`config.mk`:
```
export PLATFORM = sky130hd
export DESIGN_NAME = display_scheduler
export DESIGN_NICKNAME = d
export VERILOG_FILES = /design/src/rtl/display_scheduler.sv
export SDC_FILE = /design/constraint.sdc
export NUM_CORES = 1
export LEC_CHECK = 0
export CAP_MARGIN = 20
export CORE_ASPECT_RATIO = 1.25
export CORE_MARGIN = 2
export CORE_UTILIZATION = 30
export DETAILED_ROUTE_END_ITERATION = 6
export GPL_TIMING_DRIVEN = 0
export PLACE_DENSITY = 0.67
export SYNTH_ARGS = -nofsm -noshare
export SYNTH_HDL_FRONTEND = slang
export SYNTH_SLANG_ARGS = --single-unit
```
`constraint.sdc`:
```
create_clock -name clk -period 2.62 [get_ports clk]
set_input_delay 0.655 -clock clk [delete_from_list [all_inputs] [get_ports clk]]
set_output_delay 0.655 -clock clk [all_outputs]
set_load 0.05 [all_outputs]
```
`src/rtl/display_scheduler.sv`:
```
// Time-shares a 32-bit hex display word between four requesters using round-robin
// arbitration with a programmable dwell time, plus freeze (hold) and manual-select modes.
module display_scheduler #(
  parameter int unsigned DWELL_CYCLES = 50000000,
  parameter int unsigned CNT_W        = 26
) (
  input  logic        clk,
  input  logic        reset,
  input  logic [31:0] src0,
  input  logic [31:0] src1,
  input  logic [31:0] src2,
  input  logic [31:0] src3,
  input  logic [3:0]  req,
  input  logic        hold,
  input  logic        manual,
  input  logic [1:0]  sel,
  output logic [31:0] register,
  output logic [3:0]  grant,
  output logic [1:0]  active_src,
  output logic        rotate
);

  localparam logic [CNT_W-1:0] DWELL_LOAD = CNT_W'(DWELL_CYCLES - 1);

  typedef enum logic [1:0] {
    ST_IDLE,
    ST_SHOW,
    ST_MANUAL
  } state_e;

  state_e      state_q, state_d;
  logic [3:0]  grant_q, grant_d;
  logic [1:0]  active_q, active_d;
  logic [1:0]  ptr_q, ptr_d;
  logic [CNT_W-1:0] cnt_q, cnt_d;
  logic        rotate_q, rotate_d;
  logic [31:0] register_q, register_d;
  logic [31:0] src_sel;
  logic [2:0]  pick_any;
  logic [2:0]  pick_other;

  // Returns {found, index} of the first set bit searching upward from p+1 (mod 4).
  function automatic logic [2:0] rr_pick(input logic [3:0] r, input logic [1:0] p);
    logic [2:0] res;
    logic [1:0] idx;
    res = 3'b000;
    for (int i = 4; i >= 1; i--) begin
      idx = p + 2'(i);
      if (r[idx]) res = {1'b1, idx};
    end
    return res;
  endfunction

  always_comb begin
    case (active_q)
      2'd0:    src_sel = src0;
      2'd1:    src_sel = src1;
      2'd2:    src_sel = src2;
      default: src_sel = src3;
    endcase
  end

  // Next-state, grant and dwell-counter logic.
  always_comb begin
    state_d    = state_q;
    grant_d    = grant_q;
    active_d   = active_q;
    ptr_d      = ptr_q;
    cnt_d      = cnt_q;
    pick_any   = rr_pick(req, ptr_q);
    pick_other = rr_pick(req & ~grant_q, ptr_q);

    if (manual) begin
      state_d  = ST_MANUAL;
      grant_d  = 4'b0001 << sel;
      active_d = sel;
      ptr_d    = sel;
      cnt_d    = '0;
    end else begin
      case (state_q)
        ST_IDLE: begin
          if (pick_any[2]) begin
            state_d  = ST_SHOW;
            grant_d  = 4'b0001 << pick_any[1:0];
            active_d = pick_any[1:0];
            ptr_d    = pick_any[1:0];
            cnt_d    = DWELL_LOAD;
          end
        end
        ST_SHOW: begin
          if (!req[active_q]) begin
            // Granted requester withdrew: re-arbitrate even while held.
            if (pick_any[2]) begin
              grant_d  = 4'b0001 << pick_any[1:0];
              active_d = pick_any[1:0];
              ptr_d    = pick_any[1:0];
              cnt_d    = DWELL_LOAD;
            end else begin
              state_d  = ST_IDLE;
              grant_d  = 4'b0000;
              active_d = 2'd0;
              cnt_d    = '0;
            end
          end else if (!hold) begin
            if (cnt_q == '0) begin
              if (pick_other[2]) begin
                grant_d  = 4'b0001 << pick_other[1:0];
                active_d = pick_other[1:0];
                ptr_d    = pick_other[1:0];
              end
              cnt_d = DWELL_LOAD;
            end else begin
              cnt_d = cnt_q - CNT_W'(1);
            end
          end
        end
        default: begin
          state_d  = ST_IDLE;
          grant_d  = 4'b0000;
          active_d = 2'd0;
          ptr_d    = active_q;
          cnt_d    = '0;
        end
      endcase
    end

    rotate_d   = (grant_d != grant_q);
    // Blank on the same edge the grant drops; otherwise show last cycle's granted data.
    register_d = ((grant_q != 4'b0000) && (grant_d != 4'b0000)) ? src_sel : 32'h0;
  end

  always_ff @(posedge clk) begin
    if (reset) begin
      state_q    <= ST_IDLE;
      grant_q    <= 4'b0000;
      active_q   <= 2'd0;
      ptr_q      <= 2'd3;
      cnt_q      <= '0;
      rotate_q   <= 1'b0;
      register_q <= 32'h0;
    end else begin
      state_q    <= state_d;
      grant_q    <= grant_d;
      active_q   <= active_d;
      ptr_q      <= ptr_d;
      cnt_q      <= cnt_d;
      rotate_q   <= rotate_d;
      register_q <= register_d;
    end
  end

  assign register   = register_q;
  assign grant      = grant_q;
  assign active_src = active_q;
  assign rotate     = rotate_q;

endmodule

```
After elaboration in Yosys (flattened, before gate mapping)
Index checks and enable logic that the tools add are counted.
{"block": "totals", "elab_cells": 108, "input_bits": 138, "reg_bits": 69, "out_inout_bits": 39}
{"block": "op_classes", "n_eq_ne": 14, "n_mux": 58, "shift": 3, "reduce_logical": 13, "bitwise": 3, "magnitude_cmp": 5, "n_addsub": 4}
{"cell": "26-bit two-way mux", "count": 5}
{"cell": "32-bit case mux with 3 select lines", "count": 1}
{"cell": "26-bit case mux with 2 select lines", "count": 1}
{"cell": "2-bit two-way mux", "count": 14}
{"cell": "4-bit two-way mux", "count": 7}
{"cell": "26-bit logical NOT", "count": 1}
{"cell": "26-bit by 1-bit subtractor with 26-bit output, second input constant", "count": 1}
{"cell": "3-bit two-way mux", "count": 8}
{"cell": "1-bit binary-select mux with 2-bit select", "count": 9}
{"cell": "2-bit by 3-bit less-than comparator with 1-bit output, second input constant", "count": 5}
{"cell": "3-bit inequality test, second input constant", "count": 4}
{"cell": "4-bit inequality test, second input constant", "count": 3}
{"cell": "2-bit case mux with 2 select lines", "count": 3}
{"cell": "1-bit by 2-bit << shifter with 4-bit output, first input constant", "count": 3}
{"cell": "1-bit two-way mux", "count": 9}
{"cell": "3-bit AND reduction", "count": 3}
{"cell": "4-bit case mux with 2 select lines", "count": 1}
{"cell": "4-bit nonzero test", "count": 2}
{"cell": "2-bit inequality test, second input constant", "count": 3}
{"cell": "2-bit adder, second input constant", "count": 2}
{"cell": "4-bit bitwise AND", "count": 1}
{"cell": "2-bit by 1-bit == test with 1-bit output, second input constant", "count": 2}
{"cell": "2-bit logical NOT", "count": 2}
{"cell": "4-bit inequality test", "count": 1}
{"cell": "other kinds (8)", "count": 9}

Depth between registers and ports, before layout
Gate-level depths: netlist (run 1).
{"block": "depth", "word_depth": 19, "ltp_mapped": 11}

Worst setup path after synthesis (run 1)
OpenSTA, ideal clock, no wires.
{"block": "synth_timing", "path_type": "register -> register", "from": "reg active_q[0] (netlist: active_src[0])", "to": "reg register_q[0] (netlist: register[0])", "stages_incl_launch_ff": 10, "path_slack_ps": -303, "synth_period_minus_slack_ps": 2923, "required_ps": 2480, "setup_time_ps": 140, "n_path_buf": 2, "arrival_ps": 2783, "cell_sequence": "dfxtp_1 -> buf_2 -> mux4_2 -> nand2_1 -> o21ai_0 -> o31ai_1 -> a21oi_2 -> a2111oi_4 -> buf_6 -> a21oi_2"}
{"block": "synth_between", "elab_chain_len": 9, "elab_cells_between_ends": 13}
{"item": "start, declared", "line": "33", "rtl": "logic [1:0] active_q, active_d;"}
{"item": "start signal, assigned", "line": "144", "rtl": "active_q <= active_d;"}
{"item": "1-bit binary-select mux with 2-bit select", "line": "91", "rtl": "if (!req[active_q]) begin"}
{"item": "1-bit two-way mux (implied by the code)", "line": "91"}
{"item": "4-bit two-way mux", "line": "91"}
{"item": "4-bit case mux with 2 select lines", "line": "80", "rtl": "case (state_q)"}
{"item": "4-bit two-way mux", "line": "73", "rtl": "if (manual) begin"}
{"item": "4-bit nonzero test", "line": "129", "rtl": "register_d = ((grant_q != 4'b0000) && (grant_d != 4'b0000)) ? src_sel : 32'h0;"}
{"item": "1-bit logical AND", "line": "129"}
{"item": "1-bit NOT (no line)"}
{"item": "2-bit OR reduction (no line)"}
{"item": "end signal, assigned", "line": "148", "rtl": "register_q <= register_d;"}
{"item": "end, declared", "line": "37", "rtl": "logic [31:0] register_q, register_d;"}
Parallel ways exist; a longest one is shown, timed or not. The select of a mux whose other input is x is not followed.
A chain may end at the register's enable or synchronous reset.

Worst setup path in the final report (run 1)
{"block": "layout_timing", "from": "in manual", "to": "reg cnt_q[0]"}
{"block": "layout_between", "elab_chain_len": 1}
{"item": "start, declared", "line": "15", "rtl": "input logic manual,"}
{"item": "2-bit OR reduction (no line)"}
{"item": "end signal, assigned", "line": "146", "rtl": "cnt_q <= cnt_d;"}
{"item": "end, declared", "line": "35", "rtl": "logic [CNT_W-1:0] cnt_q, cnt_d;"}
Every way passes these cells.

==> results of run 1 <==
path summary, 6_finish.rpt:
path | start | to | slack, ps | cells past startpoint
worst min register to register | cnt_q[1] | cnt_q[1] | 490 | 2
worst min-delay path | cnt_q[1] | cnt_q[1] | 490 | 2
worst max register to register | cnt_q[12] | register[16] | 80 | 10
worst max-delay path | manual | cnt_q[0] | 70 | 6
cell families (layout without fill, tap and decap cells):
family / count (synthesis) / count (layout) / share of synthesized area, %
DFF: 69 / 69 / 28.9
muxes: 34 / 34 / 15.8
buffers and inverters: 56 / 284 / 5.16
AOI/OAI and AO/OA: 162 / 162 / 25.4
xor gates and xnor gates: 20 / 20 / 3.67
adders and majority gates: 2 / 2 / 0.524
and+or+nand+nor: 192 / 192 / 20.5
layout make-up:
cell class | instances | area, µm² | share of cell area [%]
Tap cell | 212 | 265 | 3.42
Timing Repair Buffer | 219 | 2140 | 27.7
Buffer | 43 | 284 | 3.66
Sequential cell | 69 | 1400 | 18.1
Clock buffer | 11 | 243 | 3.13
Multi-Input combinational cell | 410 | 3360 | 43.3
Clock inverter | 2 | 12.5 | 0.161
Inverter | 9 | 40.0 | 0.517
synthesized netlist by cell type, types with 3 or more instances:
cell,n,area [µm²]
sky130_fd_sc_hd__or2_2,4,25.0
sky130_fd_sc_hd__xnor2_1,9,78.8
sky130_fd_sc_hd__a211o_1,3,26.3
sky130_fd_sc_hd__and3_1,4,25.0
sky130_fd_sc_hd__nor3_1,18,90.1
sky130_fd_sc_hd__xor2_1,11,96.3
sky130_fd_sc_hd__mux4_2,33,743
sky130_fd_sc_hd__buf_2,8,40.0
sky130_fd_sc_hd__dfxtp_1,69,1380
sky130_fd_sc_hd__o21ai_0,29,145
sky130_fd_sc_hd__or3_1,6,37.5
sky130_fd_sc_hd__a21oi_2,31,272
sky130_fd_sc_hd__nand3_1,4,20.0
sky130_fd_sc_hd__a211oi_1,9,67.6
sky130_fd_sc_hd__a311oi_1,4,35.0
sky130_fd_sc_hd__a22oi_1,3,22.5
sky130_fd_sc_hd__buf_1,5,18.8
sky130_fd_sc_hd__nand2b_1,8,50.1
sky130_fd_sc_hd__o211ai_1,5,37.5
sky130_fd_sc_hd__o31ai_1,8,60.1
sky130_fd_sc_hd__nand2_1,66,248
sky130_fd_sc_hd__nor2b_1,6,37.5
sky130_fd_sc_hd__a32o_1,5,50.1
sky130_fd_sc_hd__clkbuf_1,30,113
sky130_fd_sc_hd__nor4_1,7,43.8
sky130_fd_sc_hd__a21oi_1,29,145
sky130_fd_sc_hd__nor2_1,47,176
sky130_fd_sc_hd__o21a_1,5,37.5
sky130_fd_sc_hd__inv_1,8,30.0
sky130_fd_sc_hd__a21o_1,3,22.5
sky130_fd_sc_hd__nor4_2,4,50.1
sky130_fd_sc_hd__buf_6,3,33.8
stage by stage:
stage | instances | util [%] | worst slack (ps) | hold WS, ps
2_1_floorplan | 535 | - | -24.7 | 462
3_3_place_gp | 922 | 44.0 | -937 | 492
6_report | 975 | 49.8 | 71.2 | 488
3_5_place_dp | 922 | 44.0 | -955 | 496
5_1_grt | 975 | 49.8 | -21.6 | 516
4_1_cts | 956 | 47.5 | 1.75 | 507
worst max-delay path: cells and delay by family:
family,cells,cell delay [ps]
buf+inv,4,1830
simple gates,2,260
registers in the layout, indices dropped and copies added (netlist names):
name and flops:
rotate 1, state_q 2, register 32, grant 4
ptr_q 2, cnt_q 26, active_src 2
what timing repair did:
action | in CTS | in global routing
pin swaps | 10 | 25
gates resized for setup | 44 | 52
setup buffers | 23 | 18
gates cloned | 1 | 2
endpoints found under the setup margin | 65 | 55
power breakdown:
part,switching [mW],internal [mW]
clock,0.464,0.649
combinational,0.811,0.754
sequential,0.0650,1.13
total,1.34,2.53
routing by layer:
| layer | routed length (µm) | up-vias |
|---|---|---|
| li1 | - | 2446 |
| met4 | 456 | 0 |
| met1 | 6970 | 2455 |
| met5 | 0 | - |
| met2 | 9010 | 249 |
| met3 | 1590 | 36 |
==> Flow_metrics.wiki, run 1 <==
{| class="wikitable"
! Metric !! Value
|-
| Run status || complete, no violations
|-
| Post-cts hold buffer count || 0
|-
| Number of buffers inserted by port buffering || 175
|-
| Antenna violations before repair || 0
|-
| Number of buffers on the longest clock path || 2
|-
| Final estimated routing congestion in global placement || 0.878
|-
| GRT overflow || 0
|-
| Clock latency on the worst-skew pair || 340 ps
|-
| Area Overhead vs Synth || 62.3%
|-
| Number of library cell types mapped by synthesis || 69
|-
| Cell with the biggest individual delay on the critical path || sky130_fd_sc_hd__clkdlybuf4s50_1
|-
| Total power divided by cell area || 500 mW/mm²
|-
| Number of DRC violations after detailed routing || 0
|-
| Maximum number of pins on one net before global-route repair || 11
|-
| Post-synthesis sequential element count || 69
|-
| Final std cell area, no fill || 0.00775 mm²
|-
| Detailed placement HPWL || approximately 13 mm
|-
| CTS root buf || sky130_fd_sc_hd__clkbuf_16
|-
| Number of buffers added by the clock tree synthesis step || 9
|-
| Post-Synthesis Cells || 535
|-
| Gr usage total || between 20% and 30%
|-
| Total power of the final layout || 3.87 mW
|-
| Final hold vios || 0
|-
| Layout cells sized above 1 || 27.7%
|-
| Summed negative setup slack over all endpoints || 0 ps
|-
| Leakage power summed over all cells || approximately 2.8 nW
|-
| Number of placement rows || about 50
|-
| Classification of the worst setup path || input pin to flip-flop
|-
| Maximum fanout encountered on the critical timing path || 10
|-
| Vias per cell || 5.32
|-
| Commonest cells after routing, fill and taps aside || sky130_fd_sc_hd__clkdlybuf4s50_1 (171), sky130_fd_sc_hd__nand2_1 (63), sky130_fd_sc_hd__dfxtp_1 (55)
|-
| Slew Limit Fails || 0
|-
| Die area || between 0.015 and 0.02 mm²
|-
| Reg clk slew, reported paths || approximately 50 ps
|-
| Placed cell area || slightly below 0.007 mm²
|-
| Total nets after synthesis || 675
|-
| ANT cells || 0
|-
| Fmax || 0.392 GHz
|-
| Yosys Warn Count || 0
|-
| Via count || 5186
|-
| Cell-by-cell trace of the critical path || clkdlybuf4s50_1, clkbuf_2, or2_2, clkbuf_1, clkbuf_2, nor2_1
|-
| Most common cell after layout, fill and taps aside || sky130_fd_sc_hd__clkdlybuf4s50_1
|-
| Number of failing setup endpoints in the final timing report || 0
|-
| Mean cell area of the mapped netlist || 8.92 µm²
|-
| Launching element type of the critical path || input pin
|-
| Most heavily used metal layer in global routing || met2
|-
| Worst-case clock skew || roughly 12 ps
|-
| Total Wirelength || between 15 and 20 mm
|-
| Dominant register cell in the synthesized netlist || sky130_fd_sc_hd__dfxtp_1
|-
| Final Cycle Share || between 90% and 100%
|-
| Met2 GRT Util || 34.9%
|-
| EDFF count, synth || 0
|-
| Nature of the critical path endpoint || flip-flop
|-
| Netlist Area Pre-Place || 0.00477 mm²
|-
| Data arrival time of the worst path || 2760 ps
|-
| Crit path top cell by count || sky130_fd_sc_hd__clkbuf_2
|-
| Met3 capacity usage during global routing || between 4 and 5%
|-
| Effective utilization at floorplan || between 30% and 40%
|-
| Clk sinks || 69
|-
| Max-cap check violation count || 0
|-
| Count of antenna-violating nets left after detailed routing || 0
|-
| Routed WL per cell || 18.5 µm
|-
| Top-Level Pins || 177
|-
| Tightest slew margin relative to the limit || 46.6%
|-
| Worst-margin pin slew || 801 ps
|-
| Wire length of the first global-routing pass || 26.8 mm
|-
| Clock tree from TritonCTS || yes
|-
| Seq/Total Area, Yosys || 28.9%
|-
| Final min period || 2550 ps
|-
| Core area || 0.0156 mm²
|-
| Vias in the first global route || ~5000
|-
| Total number of H-tree levels || 3
|-
| Ys async rst share || 0%
|-
| Count of nets after finishing || 901
|-
| Data required time at the worst endpoint || around 2800 ps
|-
| Number of violations reported at the end of detailed-routing iteration 0 || 350
|-
| Number of iterations in the first detailed-routing pass || 7
|-
| Width of the die || 117 µm
|-
| Number of fillers in the final layout || 1505
|-
| Met1 routing resource usage after global routing || 24.4%
|-
| Worst path max stage delay || 680 ps
|-
| Classification of the worst-slack hold path || flip-flop to flip-flop
|-
| Max IR drop VDD || 223 µV
|-
| Height of the chip || approximately 150 µm
|}
(Power assumes the default switching activity.)
==> inputs of run 2 (changes only) <==
--- a/config.mk
+++ b/config.mk
@@ -11,7 +11,7 @@
 export CORE_UTILIZATION = 30
 export DETAILED_ROUTE_END_ITERATION = 6
 export GPL_TIMING_DRIVEN = 0
-export PLACE_DENSITY = 0.67
+export PLACE_DENSITY = 0.65
 export SYNTH_ARGS = -nofsm -noshare
 export SYNTH_HDL_FRONTEND = slang
 export SYNTH_SLANG_ARGS = --single-unit
==> constraint.sdc (replaced) <==
create_clock -name clk -period 2.5 [get_ports clk]
set_input_delay 0.625 -clock clk [delete_from_list [all_inputs] [get_ports clk]]
set_output_delay 0.625 -clock clk [all_outputs]
set_load 0.05 [all_outputs]
==> Flow_metrics.wiki, run 2 (synthesis results as in run 1) <==
{| class="wikitable"
! Metric !! Value
|-
| Number of iterations in the first detailed-routing pass || 5
|-
| Worst-case clock skew || just under 8 ps
|-
| Effective utilization at floorplan || 30.7%
|-
| Clock latency on the worst-skew pair || about 330 ps
|-
| Number of flip-flops under the largest register name || 32
|-
| Number of placement rows || 51
|-
| Run status || complete, no violations
|-
| Die area || 0.0169 mm²
|-
| Total power divided by cell area || 545 mW/mm²
|-
| Top-Level Pins || 177
|-
| Commonest cells after routing, fill and taps aside || sky130_fd_sc_hd__clkdlybuf4s50_1 (170), sky130_fd_sc_hd__nand2_1 (63), sky130_fd_sc_hd__dfxtp_1 (54)
|-
| Antenna violations before repair || 1
|-
| R2R setup slack || 40 ps
|-
| GRT overflow || 0
|-
| Total number of H-tree levels || 3
|-
| CTS root buf || sky130_fd_sc_hd__clkbuf_16
|-
| Setup repair after global routing missed its margin || true
|-
| Total Wirelength || 19.4 mm
|-
| Reg clk slew, reported paths || 50 ps
|-
| Clock tree from TritonCTS || yes
|-
| Area Overhead vs Synth || 66.2%
|-
| Core area || 0.0156 mm²
|-
| Most common cell after layout, fill and taps aside || sky130_fd_sc_hd__clkdlybuf4s50_1
|-
| Hold WS || 483 ps
|-
| Tightest slew margin relative to the limit || roughly 45%
|-
| Max-cap check violation count || 0
|-
| Count of nets after finishing || 903
|-
| Gr usage total || between 20% and 30%
|-
| Number of buffers on the longest clock path || 2
|-
| Launching element type of the critical path || flip-flop
|-
| Layout cells sized above 1 || 28.9%
|-
| Vias per cell || roughly 5.4
|-
| Post-cts hold buffer count || 0
|-
| Count of antenna-violating nets left after detailed routing || 0
|-
| Crit path top cell by count || sky130_fd_sc_hd__buf_6
|-
| Via count || about 5300
|-
| ANT cells || 0
|-
| Nature of the critical path endpoint || flip-flop
|-
| Data arrival time of the worst path || 2720 ps
|-
| Clk sinks || 69
|-
| Data required time at the worst endpoint || 2760 ps
|-
| Worst-margin pin slew || 819 ps
|-
| Wire length of the first global-routing pass || 27.6 mm
|-
| Final min period || 2460 ps
|-
| Classification of the worst-slack hold path || flip-flop to flip-flop
|-
| Final Cycle Share || 98.3%
|-
| Maximum fanout encountered on the critical timing path || 5
|-
| Number of buffers added by the clock tree synthesis step || 9
|-
| Summed negative setup slack over all endpoints || 0 ps
|-
| Vias in the first global route || 5152
|-
| Cell-by-cell trace of the critical path || nor4_4, and4_4, and3_4, buf_6, nand3_2, a311oi_4, a2111oi_4, buf_6, buf_12, buf_4, a21oi_1
|-
| Maximum number of pins on one net before global-route repair || 12
|-
| Classification of the worst setup path || flip-flop to flip-flop
|-
| Slew Limit Fails || 0
|-
| Max IR drop VDD || 337 µV
|-
| Final estimated routing congestion in global placement || approximately 0.93
|-
| Number of violations reported at the end of detailed-routing iteration 0 || 310
|-
| Number of DRC violations after detailed routing || 0
|-
| Routed WL per cell || 19.8 µm
|-
| Number of buffers inserted by port buffering || 175
|-
| Final hold vios || 0
|-
| Width of the die || 117 µm
|-
| Total power of the final layout || about 4.3 mW
|-
| Leakage power summed over all cells || 2.91 nW
|-
| Detailed placement HPWL || 14.1 mm
|-
| Number of failing setup endpoints in the final timing report || 0
|-
| Height of the chip || 145 µm
|-
| Cell with the biggest individual delay on the critical path || sky130_fd_sc_hd__nor4_4
|-
| Fmax || a little over 0.4 GHz
|-
| Worst path max stage delay || 360 ps
|}
==> run 2: cell types whose count changed in the layout (fill, tap and decap cells not counted), moves of 2 or more <==
cell,previous run,this run
sky130_fd_sc_hd__clkbuf_4,2,5
sky130_fd_sc_hd__nand3_1,4,2
sky130_fd_sc_hd__nand3_2,0,2
sky130_fd_sc_hd__buf_4,39,44
sky130_fd_sc_hd__buf_2,8,3
sky130_fd_sc_hd__bufinv_16,0,2
==> run 2: through the flow <==
stage	setup slack [ps]	cells	instance area (µm²)	utilization [%]
2_1_floorplan	-115	535	4830	-
3_3_place_gp	-993	922	6850	44.0
3_5_place_dp	-1070	922	6850	44.0
4_1_cts	-81.9	964	7660	49.2
5_1_grt	-41.9	980	7940	51.0
6_report	41.7	980	7940	51.0
==> run 2: final timing paths <==
check / start / end / cells after the start
worst max-delay path: cnt_q[16] / register[26] / 11
worst min-delay path: cnt_q[1] / cnt_q[1] / 2
worst max register to register: cnt_q[16] / register[26] / 11
worst min register to register: cnt_q[1] / cnt_q[1] / 2
==> run 2: area by class of cell <==
class,count,area (µm²)
flip-flops and latches,69,1410
fillers,1462,7630
plain buffers,37,220
clock buffers,12,236
well taps,212,265
clock inverters,4,72.6
inverters,9,42.5
multi-input cells,410,3450
repair buffers,227,2240
==> run 2: worst max-delay path, delay by kind of cell (launching register included) <==
family                 cells  cell delay [ps]
buffers and inverters      4              520
AND/OR/NAND/NOR            4              960
AO/OA/AOI/OAI              3              560
flip-flops                 1              340
==> run 2: metal layers <==
metal / up-vias / wire (µm) / GRT usage [%]
met2: 271 / 9920 / 38.7
met3: 52 / 1630 / 4.76
li1: 2461 / - / -
met4: 0 / 744 / 7.94
met5: - / 0 / 0
met1: 2522 / 7080 / 23.0
==> run 2: power breakdown <==
group	switching (mW)	total, mW	internal [mW]
clock	0.482	1.36	0.873
combinational	0.888	1.71	0.823
sequential	0.0740	1.26	1.18
==> run 2: repair_timing <==
| item | 4_1_cts | 5_1_grt |
|---|---|---|
| setup buffers | 28 | 20 |
| cloned | 2 | 2 |
| pin swaps | 15 | 20 |
| setup endpoints to repair | 67 | 56 |
| resized for setup | 77 | 52 |
==> edit (flow settings as in run 2) <==
Set the parameter `DWELL_CYCLES` to 25000000 (it was 50000000).
--- a/src/rtl/display_scheduler.sv
+++ b/src/rtl/display_scheduler.sv
@@ -3,3 +3,3 @@
 module display_scheduler #(
-  parameter int unsigned DWELL_CYCLES = 50000000,
+  parameter int unsigned DWELL_CYCLES = 25000000,
   parameter int unsigned CNT_W        = 26
Formal check against the unedited RTL: no difference found for any inputs over 4 cycles, from zero or initial values and one cycle with reset high; that may be too few to reach the edited logic, so the function may still have changed.
==> edit against run 2 <==
The run now ends with setup timing left; routed wire length fell by 3.5%; fmax fell by 18%; cell area fell by 1.4%; setup slack got worse by 0.55 ns; worst hold slack improved by 0.015 ns; clock power rose by 5%; power fell by 0.49%; sequential cell count did not move; highest routed layer unchanged; synthesized area fell by 3.1%.
==> edit: results (changes against run 2) <==
Yosys
  – Count of cell types in the netlist: 67 (-2.9%)
  – Yosys warns: 0 (unchanged)
  – Post-synthesis mux area share: 16.7% (+0.94 points)
  – Seq/Total Area, Yosys: 29.9% (+0.93 points)
  – Share of flip-flops with an asynchronous set or reset: 0% (unchanged)
  – Post-synth top cells: dfxtp_1, nand2_1, nor2_1, mux4_2, clkbuf_1
  – Synth top area cells: dfxtp_1, mux4_2, a21oi_2
  – Synth Area in Adders: 0.541% (+0.017 points)
  – Post-synthesis xor/xnor area fraction: 3.22% (-0.45 points)
  – Compound-gate portion of the synthesized area: 25.5% (+0.11 points)
  – Syn Nets: 656 (-2.8%)

Global route
  – GRT Total Usage: 21.3% (+0.21 points)
  – Largest net degree at the start of global routing: 15 (+3)
  – First-pass GRT wire length: 27100 um (-1.9%)
  – Vias in the first global route: 5028 (-2.4%)
  – Initial antenna violation count: 2 (+1)

CTS
  – Clock transition at the registers of the reported paths: 0.06 ns
  – Max Root-Sink Buffers: 2 (unchanged)
  – Num CTS Buffers: 9 (unchanged)
  – Clock root buffer master: clkbuf_16
  – Clk_lat worst skew: 0.34 ns
  – H-Tree Depth: 3 (unchanged)

Timing
  – Count of final setup violators: 39 (+39)
  – Final setup TNS: -16.34 ns (-16.34 ns)
  – Worst slew margin: 46.4% (+0.94 points)
  – Final WS setup: -0.504 ns (-0.546 ns)
  – Clk_skew: 0.00680 ns (-0.00109 ns)

Route
  – Routed WL per cell: 20.1 um (+1.5%)
  – Vias: 5192 (-2.1%)

Placement
  – Post-DP Area: 6690 um^2 (-2.4%)
  – GPL Wtd Cong: 0.905 (-2.8%)
  – DP HPWL: 13900 um (-2.0%)
  – # port buffers: 173 (-1.1%)

Outcome
  – Failing checks: setup timing
  – Status: finished with violations

Power
  – Peak VDD IR: 0.407 mV (+21%)
  – Leak: 0.00279 uW (-4.2%)

Cells and area
  – Largest register FFs: 32 (unchanged)
  – Fillers: 1383 (-5.4%)
  – Layout cells sized above 1: 29.5% (+0.64 points)
  – Nets: 883 (-2.2%)

Setup path
  – Crit-path max FO: 7 (+2)
  – WP data arrival: 3.29 ns (+0.57 ns)
## edit: cell types whose count changed after synthesis, sizes merged, moves of 5 or more
cell	before	now
a31oi	1	7
a32o	5	0
nand3	5	10
nor3	18	8
o21ai	30	19
o221a	0	10
o31ai	8	2
xor2	11	5
## edit: worst paths after layout
kind | start | slack, ns | depth (start not counted) | to
worst min register to register | cnt_q[12] | 0.50 | 2 | cnt_q[12]
worst max register to register | cnt_q[8] | -0.50 | 10 | register[22]
worst max-delay path | cnt_q[8] | -0.50 | 10 | register[22]
worst min-delay path | cnt_q[12] | 0.50 | 2 | cnt_q[12]
## edit: kinds of logic (layout without fill, tap and decap cells)
logic type      Yosys count  in the layout
compound gates          154            154
xor+xnor                 17             17
buf+inv                  58            289
fa+ha+maj                 2              2
other cells               0              2
flops                    69             69
mux                      36             36
simple gates            180            181
## edit: layout make-up
cell class,count,area [um^2],area share (%)
Tap cell,182,228,2.91
Clock inverter,7,104,1.33
Multi-Input combinational cell,390,3370,43.1
Timing Repair Buffer,223,2170,27.7
Inverter,13,48.8,0.624
Antenna cell,2,5.00,0.0640
Clock buffer,9,225,2.88
Sequential cell,69,1390,17.8
Buffer,37,279,3.57
## edit: metrics by stage
stage / utilization [%] / total power [uW] / cells / setup WS (ns)
2_1_floorplan: - / 2120 / 516 / -0.427
3_3_place_gp: 44.5 / 2610 / 871 / -1.51
3_5_place_dp: 44.5 / 2630 / 871 / -1.51
4_1_cts: 50.2 / 4220 / 913 / -0.564
5_1_grt: 52.1 / 4470 / 930 / -0.593
6_report: 52.1 / 4300 / 932 / -0.504
## edit: report_power, final
group / total, uW / switching (uW) / internal (uW)
logic: 1640 / 852 / 787
clock network: 1430 / 538 / 889
registers: 1240 / 62.1 / 1180
total: 4300 / 1450 / 2850
## edit: timing repair
action,4_1_cts,5_1_grt
pin swaps,28,26
resized for setup,71,39
buffers inserted,30,17
hold buffers,0,0
cloned,2,2
setup endpoints to repair,67,63
## edit: critical path, cell delays in order, from the launching register on
cell and delay [ns]:
dfxtp_4 0.34, or4_4 0.54, or3_4 0.39, or4_4 0.46, buf_4 0.16, o41ai_4 0.28
o41a_1 0.27, a211oi_4 0.06, buf_6 0.17, clkbuf_16 0.16, a21oi_2 0.11
## edit: per-layer routing
| metal | share of wire (%) | GRT usage [%] |
|---|---|---|
| met1 | 39 | 24.0 |
| met2 | 50 | 38.8 |
| met3 | 8.0 | 4.54 |
| met4 | 2.9 | 8.37 |
| met5 | 0 | 0 |
